`config.mk`:
```
export PLATFORM = sky130hd
export DESIGN_NAME = reference_reader
export DESIGN_NICKNAME = d
export VERILOG_FILES = /design/src/rtl/caf_ref_pkg.sv /design/src/rtl/reference_reader_fifo.sv /design/src/rtl/reference_reader.sv
export SDC_FILE = /design/constraint.sdc
export NUM_CORES = 1
export LEC_CHECK = 0
export ABC_CLOCK_PERIOD_IN_PS = 3810
export CAP_MARGIN = 10
export CORE_ASPECT_RATIO = 1.1
export CORE_MARGIN = 4
export CORE_UTILIZATION = 45
export DETAILED_ROUTE_END_ITERATION = 7
export DONT_BUFFER_PORTS = 1
export SLEW_MARGIN = 15
export SYNTH_ARGS = -nofsm -noshare
export SYNTH_HDL_FRONTEND = slang
export SYNTH_SLANG_ARGS = --single-unit
```
`constraint.sdc`:
```
create_clock -name clk -period 3.81 [get_ports clk]
set_input_delay 0.381 -clock clk [delete_from_list [all_inputs] [get_ports clk]]
set_output_delay 0.381 -clock clk [all_outputs]
set_load 0.005 [all_outputs]
```
`src/rtl/caf_ref_pkg.sv`:
```
// Shared types and constants for the CAF reference-buffer reader.
// Holds the reader FSM encoding, the sample record and the skid FIFO depth.
package caf_ref_pkg;

  localparam int REF_FIFO_DEPTH = 2;
  localparam int REF_I_BITS     = 12;
  localparam int REF_Q_BITS     = 12;

  typedef enum logic [1:0] {
    IDLE  = 2'd0,
    ISSUE = 2'd1,
    DRAIN = 2'd2,
    DONE  = 2'd3
  } ref_state_t;

  typedef struct packed {
    logic                         last;
    logic signed [REF_I_BITS-1:0] i;
    logic signed [REF_Q_BITS-1:0] q;
  } ref_sample_t;

endpackage

```
`src/rtl/reference_reader_fifo.sv`:
```
// Small synchronous FIFO (REF_FIFO_DEPTH entries) with occupancy count.
// Push and pop may coincide, including when full.
module reference_reader_fifo
  import caf_ref_pkg::*;
#(
  parameter int width = 25
) (
  input  logic                                   clk,
  input  logic                                   rst_n,
  input  logic                                   push,
  input  logic [width-1:0]                       wr_data,
  input  logic                                   pop,
  output logic [width-1:0]                       rd_data,
  output logic [$clog2(REF_FIFO_DEPTH+1)-1:0]    count,
  output logic                                   empty
);

  localparam int ptr_bits = (REF_FIFO_DEPTH > 1) ? $clog2(REF_FIFO_DEPTH) : 1;
  localparam int cnt_w    = $clog2(REF_FIFO_DEPTH+1);
  localparam logic [ptr_bits-1:0] last_slot = ptr_bits'(REF_FIFO_DEPTH-1);

  logic [width-1:0]    mem [REF_FIFO_DEPTH];
  logic [ptr_bits-1:0] wr_ptr;
  logic [ptr_bits-1:0] rd_ptr;
  logic                do_pop;

  assign empty   = (count == '0);
  assign do_pop  = pop && !empty;
  assign rd_data = mem[rd_ptr];

  // NOTE: the storage is reset as well so the downstream data outputs read 0
  // out of reset; at this depth it costs a handful of flops.
  always_ff @(posedge clk or negedge rst_n) begin
    if (!rst_n) begin
      for (int k = 0; k < REF_FIFO_DEPTH; k++) mem[k] <= '0;
      wr_ptr <= '0;
      rd_ptr <= '0;
      count  <= '0;
    end else begin
      if (push) begin
        mem[wr_ptr] <= wr_data;
        wr_ptr      <= (wr_ptr == last_slot) ? '0 : wr_ptr + ptr_bits'(1);
      end
      if (do_pop) rd_ptr <= (rd_ptr == last_slot) ? '0 : rd_ptr + ptr_bits'(1);
      unique case ({push, do_pop})
        2'b10:   count <= count + cnt_w'(1);
        2'b01:   count <= count - cnt_w'(1);
        default: count <= count;
      endcase
    end
  end

endmodule

```
`src/rtl/reference_reader.sv`:
```
// Read initiator sweeping the reference I/Q buffer and streaming samples to the correlator.
// Optional REFERENCE_READER_CONTINUOUS_EN: repeat sweeps until `stop`, ending at a sweep boundary.
module reference_reader
  import caf_ref_pkg::*;
#(
  parameter int buffer_length = 10,
  parameter int index_bits    = 4,
  parameter int i_bits        = REF_I_BITS,
  parameter int q_bits        = REF_Q_BITS
) (
  input  logic                     clk,
  input  logic                     rst_n,
  input  logic                     start,
  input  logic [index_bits-1:0]    start_addr,
`ifdef REFERENCE_READER_CONTINUOUS_EN
  input  logic                     stop,
`endif
  output logic [index_bits-1:0]    m_axi_raddr,
  output logic                     m_axi_rvalid,
  output logic                     m_axi_rready,
  input  logic                     s_axi_rvalid,
  input  logic                     s_axi_rready,
  input  logic signed [i_bits-1:0] i_in,
  input  logic signed [q_bits-1:0] q_in,
  output logic signed [i_bits-1:0] out_i,
  output logic signed [q_bits-1:0] out_q,
  output logic                     out_valid,
  input  logic                     out_ready,
  output logic                     out_last,
  output logic                     busy,
  output logic                     done,
  output logic                     err
);

  localparam int entry_w = 1 + i_bits + q_bits;
  localparam int cnt_w   = $clog2(REF_FIFO_DEPTH+1);
  localparam logic [index_bits-1:0] last_index = index_bits'(buffer_length-1);

  ref_state_t            state;
  ref_state_t            state_nxt;
  logic [index_bits-1:0] addr;
  logic [index_bits-1:0] issue_cnt;
  logic [index_bits-1:0] start_idx;
  logic                  pend;
  logic                  pend_last;
  logic                  fire;
  logic                  pop;
  logic                  sweep_end;
  logic                  last_sweep;
  logic                  start_ok;
  logic [cnt_w-1:0]      fifo_count;
  logic                  fifo_empty;
  logic [entry_w-1:0]    head;
  int                    occupancy;

  assign start_ok  = start && (state == IDLE);
  assign start_idx = (int'(start_addr) >= buffer_length) ? '0 : start_addr;

  // Entries held plus the one in flight, less the one leaving this cycle.
  assign occupancy    = int'(fifo_count) + int'(pend) - int'(pop);
  assign m_axi_rvalid = (state == ISSUE) && (occupancy < REF_FIFO_DEPTH);
  assign m_axi_raddr  = addr;
  assign m_axi_rready = pend;
  assign fire         = m_axi_rvalid;
  assign sweep_end    = fire && (issue_cnt == last_index);

`ifdef REFERENCE_READER_CONTINUOUS_EN
  logic stop_req;

  assign last_sweep = stop_req || stop;

  always_ff @(posedge clk or negedge rst_n) begin
    if (!rst_n)              stop_req <= 1'b0;
    else if (state == IDLE)  stop_req <= 1'b0;
    else if (stop)           stop_req <= 1'b1;
  end
`else
  assign last_sweep = 1'b1;
`endif

  assign out_valid = !fifo_empty;
  assign pop       = out_valid && out_ready;
  assign {out_last, out_i, out_q} = head;
  assign busy      = (state == ISSUE) || (state == DRAIN);

  reference_reader_fifo #(
    .width (entry_w)
  ) u_fifo (
    .clk     (clk),
    .rst_n   (rst_n),
    .push    (pend),
    .wr_data ({pend_last, i_in, q_in}),
    .pop     (pop),
    .rd_data (head),
    .count   (fifo_count),
    .empty   (fifo_empty)
  );

  // NOTE: every default is assigned before the case so no path leaves
  // state_nxt unassigned and no latch is inferred.
  always_comb begin
    state_nxt = state;
    unique case (state)
      IDLE:    if (start) state_nxt = ISSUE;
      ISSUE:   if (sweep_end && last_sweep) state_nxt = DRAIN;
      DRAIN:   if (pop && out_last) state_nxt = DONE;
      DONE:    state_nxt = IDLE;
      default: state_nxt = IDLE;
    endcase
  end

  // NOTE: all state updates are non-blocking so every register here sees
  // the pre-edge values of the others, regardless of statement order.
  always_ff @(posedge clk or negedge rst_n) begin
    if (!rst_n) begin
      state     <= IDLE;
      addr      <= '0;
      issue_cnt <= '0;
      pend      <= 1'b0;
      pend_last <= 1'b0;
      done      <= 1'b0;
      err       <= 1'b0;
    end else begin
      state     <= state_nxt;
      pend      <= fire;
      pend_last <= sweep_end;
      done      <= pop && out_last;
      // Sticky: a response missing when due, or a request the buffer was not ready for.
      if ((pend && !s_axi_rvalid) || (fire && !s_axi_rready)) err <= 1'b1;
      if (start_ok) begin
        addr      <= start_idx;
        issue_cnt <= '0;
      end else if (fire) begin
        addr      <= (addr == last_index) ? '0 : addr + index_bits'(1);
        issue_cnt <= sweep_end ? '0 : issue_cnt + index_bits'(1);
      end
    end
  end

endmodule

```
==> metrics.txt, run 1 <==
outcome finished clean; hpwl dp between 3 and 4 mm; gr usage total approximately 15%; EDFF count, synth 0; Die Span Y about 96 um; Synth Flop Type dfrtp_1; Core Region a little under 0.007 mm2; vias around 1800; Fin. Hold Viols 0; Routed Wire Length between 5 and 6 mm; Hold Path Class in2reg; Nets 291; clk_skew 0.00623 ns; crit path from u_fifo.count[0]; drt pass-1 iters 4; max-cap viol count 0; die area approximately 0.0085 mm2; Max IR drop VDD between 0.0003 and 0.0004 V; Initial Util between 40 and 50%; Critical Path Start Type flop; CP bufs+invs 1; htree depth 3; Final Core Density between 50% and 60%; asr flop ratio synth 100%; Port Buffers 0; Final min period roughly 3.3 ns; power per cell area about 880 mW/mm2; register area share after synthesis a little over half; Leak about 0.0016 uW; ANT cells 0; DR iter-0 viols 42; HP Start s_axi_rvalid; Worst slew margin around 56%; pin count of the biggest net entering global routing slightly below 70; synth warn 0; Crit path required time 3.43 ns; worst endpoint data arrival time between 2 and 3 ns; Root Driver clkbuf_8; Clock Latency Late Sink roughly 0.33 ns; #FFs+latches synth approximately 70; start of the worst register-to-register path u_fifo.count[0]; CP Capture Type output pin; Post-Syn Nets 283; Critical Path Max Stage Delay between 0.4 and 0.5 ns; RSZ-0062 raised after global routing false; DR DRC count 0; area grow syn2layout 10.7%; clk slew on worst S/H paths about 0.070 ns; Post-Syn Instances ~240; CTS resizes 0; layout cells sized above 1 a little under two fifths; Routability Congestion slightly above 0.8; antenna violations before repair 0; Fmax ~300 MHz; Least-Margin Pin Slew around 0.66 ns; grt total ovfl 0; CP delay by family, top simple AND/OR/NAND/NOR gates; vias per std cell 5.48; crit-path max FO 7; global-route wire length before repair approximately 9.4 mm; Cell Rows 31; setup TNS 0 ns; number of global-route vias before repair 1887; CTS tree yes; clock buffer depth 2; post-synthesis cell area 0.00320 mm2; Crit Path Category reg2out; crit-path cells or2_1, and2_1, ha_1, nand2b_1, fa_1, and3_1, o21ai_4, inv_2; die extent in x between 80 and 90 um; final period utilization about 86%; Slowest-stage cell, CP fa_1; Post-DRT Antenna Nets 0; syn_area_per_cell around 13 um2; Slew Limit Fails 0; Yosys cell types 37; CTS buffer count 9; Sink Count 68; Ports between 60 and 70; # setup viols final 0; wire per inst ~17 um
-- where the power goes --
part / internal [uW] / total (uW) / switching [uW] / leakage [uW]
Combinational: 658 / 1180 / 523 / 0.000634
Sequential: 1060 / 1290 / 228 / 0.000817
Clock: 383 / 640 / 257 / 0.000113
Total: 2100 / 3110 / 1010 / 0.00156
-- layout by cell type (no fill, tap or decap), types with 2 or more instances in the layout --
cell type,netlist,routed
clkbuf_8,0,10
mux2_2,71,71
o21ai_1,2,2
xor2_1,3,3
nor2_1,9,9
xnor2_1,4,4
o211ai_1,2,2
mux2_1,5,5
mux2i_1,3,3
inv_1,9,9
or3_1,2,2
a21oi_1,9,9
ha_1,9,9
nand2_1,8,8
a31oi_1,2,2
bufinv_16,0,2
nor2b_1,3,3
clkinv_2,0,3
and2_1,3,3
dfrtp_1,68,68
buf_4,0,3
nand2b_1,2,2
-- cell usage after synthesis (2+ instances only) --
cell | n | share of area, %
xnor2_1 | 4 | 1.1
xor2_1 | 3 | 0.82
buf_1 | 2 | 0.23
o21ai_1 | 2 | 0.31
or3_1 | 2 | 0.39
nor2b_1 | 3 | 0.59
nand2b_1 | 2 | 0.39
ha_1 | 9 | 3.5
buf_2 | 6 | 0.94
and2_1 | 3 | 0.59
a31oi_1 | 2 | 0.39
dfrtp_1 | 68 | 53
nand2_1 | 8 | 0.94
nor2_1 | 9 | 1.1
mux2_2 | 71 | 25
mux2_1 | 5 | 1.8
a21oi_1 | 9 | 1.4
o211ai_1 | 2 | 0.47
mux2i_1 | 3 | 0.94
inv_1 | 9 | 1.1
-- sequential cells by signal, indices dropped and copies added, names as in the netlist, 2 cells and up --
name          flops
issue_cnt         4
m_axi_raddr       4
state             2
u_fifo.count      2
u_fifo.mem       50
-- cell type report --
cell class                      instances  area [um2]
Tap cell                               82         103
Multi-Input combinational cell        153        1420
Clock buffer                           11         141
Sequential cell                        68        1700
Timing Repair Buffer                    5        60.1
Fill cell                             588        3210
Clock inverter                          5        75.1
Inverter                               10        37.5
-- routing by layer --
metal	vias up	track usage (%)	wire [um]
li1	860	-	-
met1	902	18.5	2530
met2	55	22.8	2740
met3	14	3.73	399
met4	0	8.19	146
met5	-	0	0
-- repair_timing --
action,CTS,global route
endpoints found under the setup margin,0,0
buffers inserted,0,0
hold buffers,2,0
hold endpoints to repair,68,0
-- worst register-to-register path, stage by stage, from the launching register on --
cell and delay (ns):
dfrtp_1 0.42, or2_1 0.28, and2_1 0.23, ha_1 0.28, nand2b_1 0.18, fa_1 0.54, and3_1 0.31, nand2b_1 0.16
o21ai_2 0.06, a21oi_1 0.18, mux2_1 0.34
-- worst paths after layout --
kind	cells past startpoint	endpoint	slack, ns
max in group asynchronous	2	u_fifo.mem[1]	2.93
min in group asynchronous	2	u_fifo.mem[15]	0.61
min reg2reg	1	u_fifo.mem[44]	0.49
max	8	m_axi_rvalid	0.52
max reg2reg	10	state[1]	0.71
min	1	err	0.18
-- stage by stage --
step	hold slack, ns	setup slack, ns	cells	total power, uW	area [um2]
after floorplan	0.0854	0.918	239	2250	3200
after global placement	0.0870	0.811	316	2460	3290
after detailed placement	0.0871	0.741	316	2490	3290
after CTS	0.163	0.492	334	3160	3540
after global routing	0.166	0.378	334	3340	3540
final	0.184	0.518	334	3110	3540
-- cell families after synthesis --
family,Yosys count,share of synthesized area (%)
adder cells (fa/ha/maj),10,4.15
AO/OA/AOI/OAI,23,5.20
multiplexers,79,27.7
AND/OR/NAND/NOR,34,5.48
flip-flops,68,53.2
XOR/XNOR,7,1.92
buffers and inverters,18,2.35
Note: power is estimated with default switching activity, not from simulation.
==> run 2, diff against run 1 <==
--- a/config.mk
+++ b/config.mk
@@ -12,6 +12,7 @@
 export CORE_UTILIZATION = 45
 export DETAILED_ROUTE_END_ITERATION = 7
 export DONT_BUFFER_PORTS = 1
+export GPL_TIMING_DRIVEN = 0
 export SLEW_MARGIN = 15
 export SYNTH_ARGS = -nofsm -noshare
 export SYNTH_HDL_FRONTEND = slang
==> metrics.txt, run 2 (synthesis results as in run 1) <==
outcome finished clean (unchanged); Port Buffers 0 (unchanged); Ports 69 (unchanged); max-cap viol count 0 (unchanged); vias per std cell 5.43 (was 5.48); pre-CTS setup slack 0.686 ns (was 0.741 ns); hold_buf cts 2 (unchanged); ANT cells 0 (unchanged); Max IR drop VDD 0.000368 V (was 0.000365 V); Routed Wire Length 5.93 mm (was 5.81 mm); CTS buffer count 9 (unchanged); start of the worst register-to-register path u_fifo.count[1] (was u_fifo.count[0]); setup TNS 0 ns (unchanged); wire per inst 17.5 um (was 17.4 um); CTS tree yes (unchanged); post-CTS setup buffer count 0 (unchanged); DR iter-0 viols 40 (was 42); Hold Crit Endpoint u_fifo.mem[44] (was err); Met2 Wirelength 2.78 mm (was 2.74 mm); # setup viols final 0 (unchanged); Hold Path Class in2reg (unchanged); global-route wire length before repair 10.1 mm (was 9.36 mm); Power Total 3140 uW (was 3110 uW); smallest setup slack after layout 0.519 ns (was 0.518 ns); CP delay by family, top simple AND/OR/NAND/NOR gates (unchanged); Hold WS 0.179 ns (was 0.184 ns); crit path from u_fifo.count[1] (was u_fifo.count[0]); Leak 0.00157 uW (was 0.00156 uW); crit-path max FO 7 (unchanged); Critical Path Max Stage Delay 0.50 ns (was 0.49 ns); grt total ovfl 0 (unchanged); Hold Path Depth 1 (unchanged); Initial Util 47.4% (unchanged); hpwl dp 4.07 mm (was 3.85 mm); Nets 296 (was 291); Final min period 3.29 ns (about the same); Least-Margin Pin Slew 0.732 ns (was 0.663 ns); DR DRC count 0 (unchanged); vias 1841 (was 1831); Filler Cells Inserted 614 (was 588); Crit path required time 3.43 ns (about the same); Die Span Y 96.4 um (unchanged); worst endpoint data arrival time 2.91 ns (about the same); wire length on met3 425 um (was 399 um); uppermost routed layer met4 (unchanged); CP Capture Type output pin (unchanged); Final Core Density 52.7% (was 52.4%); Register-to-Register Setup Slack 0.69 ns (was 0.71 ns); Clock Latency Late Sink 0.34 ns (was 0.33 ns); Crit Path Category reg2out (unchanged); Post-DRT Antenna Nets 0 (unchanged); r2r worst-path depth 10 (unchanged); FF-to-FF End state[1] (unchanged); htree depth 3 (unchanged); die extent in x 88.4 um (unchanged); drt pass-1 iters 4 (unchanged); RSZ-0062 raised after global routing false (unchanged); final period utilization 86.4% (about the same); Core Region 0.00675 mm2 (unchanged); CP bufs+invs 1 (unchanged); Slew Limit Fails 0 (unchanged); Largest register FFs 50 (unchanged); Critical Path Start Type flop (unchanged); Cell Rows 31 (unchanged); die area 0.00852 mm2 (unchanged); power per cell area 883 mW/mm2 (was 879 mW/mm2); layout cells sized above 1 38.1% (about the same); commonest non-fill, non-tap cell in the layout mux2_2 (unchanged); HP Start i_in[7] (was s_axi_rvalid); Sink Count 68 (unchanged); Worst slew margin 51.2% (was 55.8%); antenna violations before repair 0 (unchanged); commonest non-fill, non-tap cells in the layout mux2_2, dfrtp_1, clkbuf_8 (unchanged); clk slew on worst S/H paths 0.07 ns (about the same); pin count of the biggest net entering global routing 69 (unchanged); clk_skew 0.00691 ns (was 0.00623 ns); number of global-route vias before repair 2035 (was 1887); Fmax 304 MHz (about the same); WL met1 2.59 mm (was 2.53 mm); clock buffer depth 2 (unchanged); Routability Congestion 0.766 (was 0.807); area grow syn2layout 11.2% (was 10.7%); Slowest-stage cell, CP fa_1 (unchanged); Root Driver clkbuf_8 (unchanged); CTS resizes 0 (unchanged); gr usage total 15.7% (was 14.6%); Reg with most FFs u_fifo.mem (unchanged); crit-path cells or2_1, and2_1, ha_1, nand2b_1, fa_1, and3_1, o21ai_4, inv_2 (unchanged); Fin. Hold Viols 0 (unchanged)
==> run 2: metrics by stage <==
stage | cell area, um2 | cells
floorplan | 3200 | 239
global placement | 3300 | 321
detailed placement | 3300 | 321
CTS | 3560 | 339
global route | 3560 | 339
finish | 3560 | 339
==> run 2: worst max path at each step <==
stage	endpoint	cells after the start	slack, ns
after floorplan	state[1]	10	0.92
after global placement	state[1]	10	0.68
after detailed placement	state[1]	10	0.69
after CTS	m_axi_rvalid	8	0.47
after global routing	m_axi_rvalid	8	0.34
final	m_axi_rvalid	8	0.52
==> run 2: cell type report <==
cell class / instances / area, um2 / area share (%)
Buffer: 8 / 37.5 / 1.06
Clock buffer: 12 / 145 / 4.08
Clock inverter: 4 / 72.6 / 2.04
Inverter: 10 / 37.5 / 1.06
Multi-Input combinational cell: 153 / 1420 / 40.0
Sequential cell: 68 / 1700 / 47.9
Tap cell: 82 / 103 / 2.89
Timing Repair Buffer: 2 / 37.5 / 1.06
==> run 2: report_power, final <==
part	switching [uW]	internal, uW
Sequential	197	1060
Clock	265	386
Combinational	568	662
Total	1030	2110
==> run 2: layer usage <==
metal / up-vias / global-route usage, %
met4: 0 / 7.56
li1: 869 / -
met1: 913 / 19.8
met5: - / 0
met2: 47 / 25.1
met3: 12 / 4.07
